## src/rtl/traffic_ctrl_param_if.sv

```systemverilog
// Bundles the board-side controls and lamp-driver outputs of the intersection controller.
// Latency: pure wiring, no storage.
// Backpressure: none; every signal is a level and is valid on every clock.
//
// Signals:
//   i_start          run (1) / dark and held at cycle start (0)
//   i_flag           reset-time start point: 1 = GREEN, 0 = last tick of YEL2
//   i_ped_req        pedestrian request level
//   o_car_traffic    one-hot car head: RED 1000, YELLOW 0100, LEFT 0010, GREEN 0001
//   o_walker_traffic walker head: RED 10, GREEN 01, NONE 00
//   o_phase          current phase code (0..6)
//   o_ped_ack        one-clock pulse on the first clock of WALK
interface traffic_ctrl_param_if;
    logic       i_start;
    logic       i_flag;
    logic       i_ped_req;
    logic [3:0] o_car_traffic;
    logic [1:0] o_walker_traffic;
    logic [2:0] o_phase;
    logic       o_ped_ack;

    // master drives the controls (board / bench), slave is the controller
    modport master (
        output i_start, i_flag, i_ped_req,
        input  o_car_traffic, o_walker_traffic, o_phase, o_ped_ack
    );

    modport slave (
        input  i_start, i_flag, i_ped_req,
        output o_car_traffic, o_walker_traffic, o_phase, o_ped_ack
    );
endinterface

```

## src/rtl/traffic_ctrl_param.sv

```systemverilog
// Parametrised car/pedestrian signal sequencer with optional left-turn and demand-driven walk phase.
// Latency: lamp outputs change on the same edge as the phase state; i_start gates them combinationally.
// Backpressure: none; the pedestrian request is latched and served on the next eligible cycle.
//
// Ports:
//   clk      system clock, all state on the rising edge
//   reset_n  synchronous active-low reset (wins over i_start)
//   bus      traffic_ctrl_param_if.slave: i_start, i_flag, i_ped_req in;
//            o_car_traffic, o_walker_traffic, o_phase, o_ped_ack out
module traffic_ctrl_param #(
    parameter int TICK_DIV   = 1,
    parameter int GREEN_T    = 21,
    parameter int YEL_T      = 2,
    parameter int LEFT_T     = 10,
    parameter int WALK_T     = 14,
    parameter int BLINK_T    = 6,
    parameter int ALLRED_T   = 14,
    parameter int LEFT_EN    = 1,
    parameter int PED_DEMAND = 0,
    parameter int CNT_W      = 8
) (
    input  logic                 clk,
    input  logic                 reset_n,
    traffic_ctrl_param_if.slave  bus
);

    typedef enum logic [2:0] {
        PH_GREEN  = 3'd0,
        PH_YEL1   = 3'd1,
        PH_LEFT   = 3'd2,
        PH_YEL2   = 3'd3,
        PH_WALK   = 3'd4,
        PH_BLINK  = 3'd5,
        PH_ALLRED = 3'd6
    } phase_e;

    localparam logic [3:0] CAR_RED   = 4'b1000;
    localparam logic [3:0] CAR_YEL   = 4'b0100;
    localparam logic [3:0] CAR_LEFT  = 4'b0010;
    localparam logic [3:0] CAR_GREEN = 4'b0001;
    localparam logic [3:0] CAR_NONE  = 4'b0000;

    localparam logic [1:0] WLK_RED   = 2'b10;
    localparam logic [1:0] WLK_GREEN = 2'b01;
    localparam logic [1:0] WLK_NONE  = 2'b00;

    // Terminal counts: each counter runs 0..N-1
    localparam logic [CNT_W-1:0] DIV_LAST    = CNT_W'(TICK_DIV - 1);
    localparam logic [CNT_W-1:0] GREEN_LAST  = CNT_W'(GREEN_T - 1);
    localparam logic [CNT_W-1:0] YEL_LAST    = CNT_W'(YEL_T - 1);
    localparam logic [CNT_W-1:0] LEFT_LAST   = CNT_W'(LEFT_T - 1);
    localparam logic [CNT_W-1:0] WALK_LAST   = CNT_W'(WALK_T - 1);
    localparam logic [CNT_W-1:0] BLINK_LAST  = CNT_W'(BLINK_T - 1);
    localparam logic [CNT_W-1:0] ALLRED_LAST = CNT_W'(ALLRED_T - 1);
    localparam logic [CNT_W-1:0] CNT_ONE     = CNT_W'(1);

    // Registered state
    phase_e           phase;
    logic [CNT_W-1:0] presc;
    logic [CNT_W-1:0] phase_cnt;
    logic             ped_pending;
    logic [3:0]       car_q;
    logic [1:0]       walk_q;
    logic             ack_q;

    // Next-state terms for the running (i_start=1) case
    phase_e           phase_adv;
    phase_e           phase_nxt;
    logic [CNT_W-1:0] presc_nxt;
    logic [CNT_W-1:0] cnt_nxt;
    logic [CNT_W-1:0] cnt_last;
    logic             pend_nxt;
    logic             tick;
    logic             phase_end;
    logic             walk_entry;
    logic             ped_set;

    function automatic logic [3:0] car_decode(input phase_e ph);
        logic [3:0] v;
        case (ph)
            PH_GREEN:         v = CAR_GREEN;
            PH_YEL1, PH_YEL2: v = CAR_YEL;
            PH_LEFT:          v = CAR_LEFT;
            default:          v = CAR_RED;
        endcase
        return v;
    endfunction

    // BLINK flashes the walk lamp: dark on even ticks, lit on odd ticks
    function automatic logic [1:0] walk_decode(input phase_e ph, input logic cnt_odd);
        logic [1:0] v;
        case (ph)
            PH_WALK:  v = WLK_GREEN;
            PH_BLINK: v = cnt_odd ? WLK_GREEN : WLK_NONE;
            default:  v = WLK_RED;
        endcase
        return v;
    endfunction

    always_comb begin
        cnt_last = ALLRED_LAST;
        case (phase)
            PH_GREEN:         cnt_last = GREEN_LAST;
            PH_YEL1, PH_YEL2: cnt_last = YEL_LAST;
            PH_LEFT:          cnt_last = LEFT_LAST;
            PH_WALK:          cnt_last = WALK_LAST;
            PH_BLINK:         cnt_last = BLINK_LAST;
            default:          cnt_last = ALLRED_LAST;
        endcase
    end

    // Successor phase; the walk skip looks at the request latched before this clock
    always_comb begin
        phase_adv = PH_GREEN;
        case (phase)
            PH_GREEN:  phase_adv = (LEFT_EN != 0) ? PH_YEL1 : PH_YEL2;
            PH_YEL1:   phase_adv = PH_LEFT;
            PH_LEFT:   phase_adv = PH_YEL2;
            PH_YEL2:   phase_adv = ((PED_DEMAND != 0) && !ped_pending) ? PH_ALLRED : PH_WALK;
            PH_WALK:   phase_adv = PH_BLINK;
            PH_BLINK:  phase_adv = PH_ALLRED;
            default:   phase_adv = PH_GREEN;
        endcase
    end

    assign tick      = (presc == DIV_LAST);
    assign phase_end = tick && (phase_cnt == cnt_last);
    assign ped_set   = bus.i_start && bus.i_ped_req &&
                       (phase != PH_WALK) && (phase != PH_BLINK);

    // Running / dark next state; reset is handled in the register block
    always_comb begin
        phase_nxt  = PH_GREEN;
        presc_nxt  = '0;
        cnt_nxt    = '0;
        pend_nxt   = 1'b0;
        walk_entry = 1'b0;
        if (bus.i_start) begin
            presc_nxt = tick ? '0 : presc + CNT_ONE;
            phase_nxt = phase;
            cnt_nxt   = phase_cnt;
            if (phase_end) begin
                phase_nxt = phase_adv;
                cnt_nxt   = '0;
            end else if (tick) begin
                cnt_nxt = phase_cnt + CNT_ONE;
            end
            walk_entry = phase_end && (phase_adv == PH_WALK);
            // Clearing on WALK entry takes precedence over a same-clock request
            if (walk_entry) begin
                pend_nxt = 1'b0;
            end else begin
                pend_nxt = ped_pending || ped_set;
            end
        end
    end

    // Lamp decodes are registered alongside the state they describe, so they
    // always match the phase register with no extra latency.
    always_ff @(posedge clk) begin
        if (!reset_n) begin
            presc       <= '0;
            ped_pending <= 1'b0;
            ack_q       <= 1'b0;
            if (bus.i_flag) begin
                phase     <= PH_GREEN;
                phase_cnt <= '0;
                car_q     <= car_decode(PH_GREEN);
                walk_q    <= walk_decode(PH_GREEN, 1'b0);
            end else begin
                // Last tick of YEL2: the very next tick enters the pedestrian phases
                phase     <= PH_YEL2;
                phase_cnt <= YEL_LAST;
                car_q     <= car_decode(PH_YEL2);
                walk_q    <= walk_decode(PH_YEL2, YEL_LAST[0]);
            end
        end else begin
            phase       <= phase_nxt;
            presc       <= presc_nxt;
            phase_cnt   <= cnt_nxt;
            ped_pending <= pend_nxt;
            car_q       <= car_decode(phase_nxt);
            walk_q      <= walk_decode(phase_nxt, cnt_nxt[0]);
            ack_q       <= walk_entry;
        end
    end

    // i_start=0 blanks both heads immediately; o_phase shows the raw phase register
    assign bus.o_car_traffic    = bus.i_start ? car_q : CAR_NONE;
    assign bus.o_walker_traffic = bus.i_start ? walk_q : WLK_NONE;
    assign bus.o_ped_ack        = bus.i_start && ack_q;
    assign bus.o_phase          = phase;

endmodule

```

## src/flat_wrapper.sv

```systemverilog
// flat-port wrapper written by rule: the top's interface ports become plain ports
module traffic_ctrl_param_flat 
#(
    parameter int TICK_DIV   = 1,
    parameter int GREEN_T    = 21,
    parameter int YEL_T      = 2,
    parameter int LEFT_T     = 10,
    parameter int WALK_T     = 14,
    parameter int BLINK_T    = 6,
    parameter int ALLRED_T   = 14,
    parameter int LEFT_EN    = 1,
    parameter int PED_DEMAND = 0,
    parameter int CNT_W      = 8
)
  (clk, reset_n, bus_i_start, bus_i_flag, bus_i_ped_req, bus_o_car_traffic, bus_o_walker_traffic, bus_o_phase, bus_o_ped_ack);
  traffic_ctrl_param_if bus_i ();
  input  logic clk;
  input  logic reset_n;
  input wire logic [$bits(bus_i.i_start)-1:0] bus_i_start;
  input wire logic [$bits(bus_i.i_flag)-1:0] bus_i_flag;
  input wire logic [$bits(bus_i.i_ped_req)-1:0] bus_i_ped_req;
  output wire logic [$bits(bus_i.o_car_traffic)-1:0] bus_o_car_traffic;
  output wire logic [$bits(bus_i.o_walker_traffic)-1:0] bus_o_walker_traffic;
  output wire logic [$bits(bus_i.o_phase)-1:0] bus_o_phase;
  output wire logic [$bits(bus_i.o_ped_ack)-1:0] bus_o_ped_ack;
  assign bus_i.i_start = bus_i_start;
  assign bus_i.i_flag = bus_i_flag;
  assign bus_i.i_ped_req = bus_i_ped_req;
  assign bus_o_car_traffic = bus_i.o_car_traffic;
  assign bus_o_walker_traffic = bus_i.o_walker_traffic;
  assign bus_o_phase = bus_i.o_phase;
  assign bus_o_ped_ack = bus_i.o_ped_ack;
  traffic_ctrl_param #(.TICK_DIV(TICK_DIV), .GREEN_T(GREEN_T), .YEL_T(YEL_T), .LEFT_T(LEFT_T), .WALK_T(WALK_T), .BLINK_T(BLINK_T), .ALLRED_T(ALLRED_T), .LEFT_EN(LEFT_EN), .PED_DEMAND(PED_DEMAND), .CNT_W(CNT_W)) u_core (.clk(clk), .reset_n(reset_n), .bus(bus_i));
endmodule
```

## config.mk

```make
export PLATFORM = sky130hd
export DESIGN_NAME = traffic_ctrl_param_flat
export DESIGN_NICKNAME = d
export VERILOG_FILES = /design/src/rtl/traffic_ctrl_param_if.sv /design/src/rtl/traffic_ctrl_param.sv /design/src/flat_wrapper.sv
export SDC_FILE = /design/constraint.sdc
export NUM_CORES = 1
export LEC_CHECK = 0
export CAP_MARGIN = 40
export CORE_MARGIN = 4
export CORE_UTILIZATION = 55
export CTS_CLUSTER_DIAMETER = 100
export DETAILED_ROUTE_END_ITERATION = 6
export GPL_ROUTABILITY_DRIVEN = 0
export HOLD_SLACK_MARGIN = 0.05
export PLACE_DENSITY = 0.76
export SLEW_MARGIN = 20
export SYNTH_ARGS = -nofsm -noshare
export SYNTH_HDL_FRONTEND = slang
export SYNTH_SLANG_ARGS = --single-unit
export TNS_END_PERCENT = 30
```

## constraint.sdc

```tcl
create_clock -name clk -period 2.6 [get_ports clk]
set_input_delay 0.65 -clock clk [delete_from_list [all_inputs] [get_ports clk]]
set_output_delay 0.65 -clock clk [all_outputs]
set_load 0.01 [all_outputs]
```

---- Word level (Yosys, flattened, before mapping) ----
Index checks and enable logic that the tools add are counted.
storage, ports and cells
  bits in latches ......................... 0
  memories kept ........................... 0
  ROM bits ................................ 0
  input bits .............................. 5
  logic and storage cells ................. 52
  register bits after elaboration ......... 26
  RAM bits ................................ 0
operators by class
  add/subtract/negate cells ............... 2
  shift operators ......................... 0
  mux-type cells .......................... 18
  bitwise logic cells ..................... 2
  eq/ne operators ......................... 13
  $mul .................................... 0
  reduce and logical (&&, ||, !) cells .... 10
  div/mod/pow operators ................... 0
  magnitude comparators ................... 0
operators with widths
  operator                                                                 count
  8-bit two-way mux                                                        4
  5-bit one-hot mux with 4 select lines                                    1
  3-bit one-hot mux with 6 select lines                                    1
  8-bit by 1-bit adder with 8-bit output, second input constant            2
  3-bit equality test, second input constant                               5
  3-bit by 2-bit equality test with 1-bit output, second input constant    4
  3-bit two-way mux                                                        4
  4-bit one-hot mux with 3 select lines                                    1
  8-bit by 5-bit equality test with 1-bit output                           1
  8-bit zero test                                                          1
  4-bit two-way mux                                                        2
  3-bit by 1-bit equality test with 1-bit output, second input constant    2
  3-bit zero test                                                          2
  2-bit two-way mux                                                        2
  4-bit by 2-bit inequality test with 1-bit output, second input constant  1
  2-bit one-hot mux with 2 select lines                                    1
  2-bit OR reduction                                                       2
  1-bit logical AND                                                        3
  3-bit OR reduction                                                       1
  1-bit two-way mux                                                        2
  1-bit inverter                                                           2
  2-bit AND reduction                                                      1

---- Depth between registers and ports, before layout ----
  depth after elaboration ................. 11
  depth in mapped cells ................... 8
  mapped depth without buffers ............ 7

---- Worst setup path after synthesis ----
No wires, ideal clock.
  path type ............................... register to register
  start ................................... reg u_core.phase_cnt[2]
  end ..................................... reg u_core.car_q[1]
  arrival ................................. 1.754 ns
  path slack .............................. 0.732 ns
  path buffers ............................ 1
  stages on the path, launching flop included .. 7
  data required time ...................... 2.485 ns
  period minus slack after synthesis ...... 1.868 ns
  library setup time ...................... 0.115 ns
  cell sequence ........................... edfxtp_1 buf_4 or4b_1 a21o_1 a211o_1 o211a_1 o21a_1
between the ends
  longest elaborated chain between the ends .. 8
RTL lines
  element                                                                                                           line                       text
  from (decl)                                                                                                       traffic_ctrl_param.sv:60   logic [CNT_W-1:0] phase_cnt;
  from (signal assigned)                                                                                            traffic_ctrl_param.sv:180  phase_cnt <= cnt_nxt;
  8-bit by 5-bit equality test with 1-bit output (*)                                                                traffic_ctrl_param.sv:127  assign phase_end = tick && (phase_cnt == cnt_last);
  1-bit logical AND (*)                                                                                             traffic_ctrl_param.sv:127
  3-bit two-way mux (*)                                                                                             traffic_ctrl_param.sv:142  if (phase_end) begin
  3-bit two-way mux (*)                                                                                             traffic_ctrl_param.sv:138  if (bus.i_start) begin
  3-bit by 1-bit equality test with 1-bit output or 3-bit by 2-bit equality test with 1-bit output (tied branches)  traffic_ctrl_param.sv:80   case (ph)
  2-bit OR reduction                                                                                                traffic_ctrl_param.sv:80
  4-bit one-hot mux with 3 select lines (*)                                                                         traffic_ctrl_param.sv:80
  4-bit two-way mux (*)                                                                                             traffic_ctrl_param.sv:161  if (!reset_n) begin
  to (signal assigned)                                                                                              traffic_ctrl_param.sv:168  car_q <= car_decode(PH_GREEN);
  to (signal assigned)                                                                                              traffic_ctrl_param.sv:174  car_q <= car_decode(PH_YEL2);
  to (signal assigned)                                                                                              traffic_ctrl_param.sv:182  car_q <= car_decode(phase_nxt);
  to (decl)                                                                                                         traffic_ctrl_param.sv:62   logic [3:0] car_q;
Mark *: on every way between the ends. The rest lies on a longest branch, timed or not.
A chain may end at the register's enable or synchronous reset.

---- Worst setup path after layout ----
  start ................................... reg u_core.phase[0] (netlist: u_core.bus.o_phase[0])
  end ..................................... out bus_o_phase[0]
RTL lines
  element                 line                       text
  from (decl)             traffic_ctrl_param.sv:58   phase_e phase;
  from (signal assigned)  traffic_ctrl_param.sv:178  phase <= phase_nxt;
  to (decl)               flat_wrapper.sv:24         output wire logic [$bits(bus_i.o_phase)-1:0] bus_o_phase;
No word-level cell between the ends.

==> metrics.cfg <==
[pwr]
irDropWorstVdd_v = 0.000325
power.net_switching_w = 0.000177
share_clk_of_total_power_pct = 27.3
intPower_w = 0.000554
total_power_w = 0.000731
leakage_power_figure_nw = 0.625
share_comb_of_total_power_pct = 13.4
sw_frac_of_total_pct = 24.2
power_per_cell_area_mw_per_mm2 = 448
flop_pwr_share_pct = 59.2

[worst_setup_path]
cp_slowest_stage_delay_ps = 630
crit_path_cell_chain = clkdlybuf4s50_1
critical-path-slowest-cell = dfxtp_1
cp_max_fo = 14
worst-endpoint-required_ps = 1950
worstSetupEndpointType = primary output
worst-endpoint-arrival_ps = 1580
startpoint_type = flip-flop
worstPathBufferInverterCount = 1
critPathKind = reg2out
path_delay_family = flip-flops

[yosys]
yosys.cell_types.count = 48
synth_sequential_area_ratio_pct = 40.8
synth.net_count = 157
dominantRegCellSynth = dfxtp_1
postSynthRegisterBits = 26
synth_top_cells_by_count = 21 x nor2_1, 19 x dfxtp_1, 9 x nand3_1, 8 x and2_1
post_synth.cell_area_avg_sq_um = 9.72
async_reset_ff_share_pct = 0
post-synth-top-count-cell = nor2_1
syn_area_sq_mm = 0.00145
yosys_warnings = 0
synth.top_cells.by_area = dfxtp_1 26%, edfxtp_1 15%, nor2_1 5.4%, xnor2_1 4.2%, xor2_1 3.6%
post_synth_inst_count = 149
synth_area_leader_cell = dfxtp_1
synth-edff-count = 7
post-synth-top-area-fraction_pct = 26.3

[timing]
report.final.slew_viol_count = 0
report.final.hold_viol_count = 0
finalSetupViolCount = 0
tightest_slew_ps = 455
clock-skew-final_ps = 10.2
tmin_final_ps = 2230
clock.fmax_mhz = 449
hold_ws_ps = 478
layout_worst_path_cycle_share_pct = 85.7
rsz_0062_raised_after_global_routing = no
worst_slew_margin_rel_pct = 69.7

[clock_network]
clock_sinks = 26
cts.path.max_buffers = 2
cts_post_setup_buffers_inserted = 0
clk_pin_slew_worst_paths_ps = 140
tritoncts = yes
numCtsBuffers = 3
h-tree-depth = 1
clock_latency_ps = 320
clock_tree.root_cell = clkbuf_4

[outcome]
run_status = complete, no violations

[detailed_routing]
detailroute.via_count = 1149
detail_route.wirelength_mm = 2.69
detail_route.wl_per_cell_um = 13.9
drc = 0
detail_route.vias_per_cell = 5.92
drtIter0Drc = 43
drt_first_pass_iters = 4
ant_nets = 0

[global_route]
grt_max_degree = 15
initial_antenna_violation_count = 0
grt_pass1_wl_mm = 4.80
number_of_global_route_vias_before_repair = 1177
grt_use_total_pct = 17.6
gr-total-overflow = 0

[placement]
io_buffers = 13
place.detailed.hpwl_mm = 2.02

[hold_path]
hp-class = reg2reg

[layout]
antenna_cells_inserted = 0
multi_input_area_sq_um = 787
regArea_sq_um = 591
post_route_cells_drive_above_1_share_pct = 12.2
final_stage_net_count = 173
fillerInstances = 218
area_delta_synth_final_pct = 12.7

[floorplan]
design.portCount = 15
die_h_um = 59.3
die_width_um = 59.3
total_core_area_sq_mm = 0.00250
initial_utilization_pct = 58.0
design.die.area_sq_mm = 0.00352
floorplan.rows = 18

[flow_run]
max-cap-violations = 0

[registers in the layout, indices dropped and copies added, names as in the netlist]
name,count
u_core.bus.o_phase,3
u_core.presc,8
u_core.car_q,4
u_core.walk_q,2
u_core.phase_cnt,8
u_core.ack_q,1
[area by class of cell]
type,instances,area share [%]
Clock buffer,4,2.22
Inverter,5,1.15
Tap cell,30,2.30
Multi-Input combinational cell,112,48.2
Sequential cell,26,36.2
Timing Repair Buffer,17,9.96
[routing by layer]
layer / GRT usage [%] / routed length [um]
met5: 0 / 0
met1: 22.2 / 1180
met2: 29.6 / 1380
met3: 3.27 / 100
met4: 6.47 / 27
[power groups by stage]
stage               Sequential [W]  Clock [W]  Combinational (W)
floorplan                 0.000439          0          0.0000717
detailed placement        0.000442          0          0.0000975
CTS                       0.000433   0.000211          0.0000983
global route              0.000435   0.000232           0.000108
global placement          0.000442          0          0.0000950
finish                    0.000433   0.000200          0.0000981
[worst paths after layout]
kind,cells past startpoint,slack (ps),start,endpoint
worst min register to register,1,480,u_core.presc[0],u_core.presc[0]
worst max-delay path,1,370,u_core.bus.o_phase[0],bus_o_phase[0]
worst max register to register,5,480,u_core.phase_cnt[2],u_core.bus.o_phase[0]
worst min-delay path,1,480,u_core.presc[0],u_core.presc[0]
[what timing repair did]
action / 4_1_cts / 5_1_grt
setup endpoints to repair: 0 / 7
resized for setup: 0 / 1
hold buffers: 0 / 0
[through the flow]
stage	cell area (sq um)	setup WS [ps]	utilization (%)	std cells	TNS [ps]
after floorplan	1450	732	-	149	0
after detailed placement	1590	-0.135	63.8	190	-0.135
final	1630	373	65.3	194	0
after global routing	1630	283	65.3	194	0
after global placement	1590	38.4	63.8	190	0
after CTS	1630	0.879	65.2	194	0
[placed cells by master, fill, tap and decap left out, types with 2 or more instances in the layout]
| cell | Yosys | layout |
|---|---|---|
| inv_1 | 5 | 5 |
| a211o_1 | 3 | 3 |
| nand3_1 | 9 | 9 |
| nand2b_1 | 2 | 2 |
| o32ai_1 | 2 | 2 |
| a31oi_1 | 3 | 3 |
| ha_1 | 3 | 3 |
| and3_1 | 4 | 4 |
| xor2_1 | 6 | 6 |
| clkdlybuf4s50_1 | 0 | 12 |
| buf_4 | 3 | 4 |
| nor4b_1 | 3 | 3 |
| edfxtp_1 | 7 | 7 |
| nand2_1 | 7 | 7 |
| mux2i_1 | 2 | 2 |
| dfxtp_1 | 19 | 19 |
| and2_1 | 8 | 8 |
| nor3_1 | 5 | 5 |
| nor2_1 | 21 | 21 |
| clkbuf_4 | 1 | 3 |
| xnor2_1 | 7 | 7 |
[cell families (layout without fill, tap and decap cells)]
group           after synthesis  in the layout  share of synthesized area (%)
simple gates                 70             70                           27.3
compound gates               22             22                           12.9
flops                        26             26                           40.8
buf+inv                      11             26                           4.92
mux                           4              4                           3.71
xor+xnor                     13             13                           7.86
fa+ha+maj                     3              3                           2.59
No activity file was read; power rests on OpenSTA's default activity.
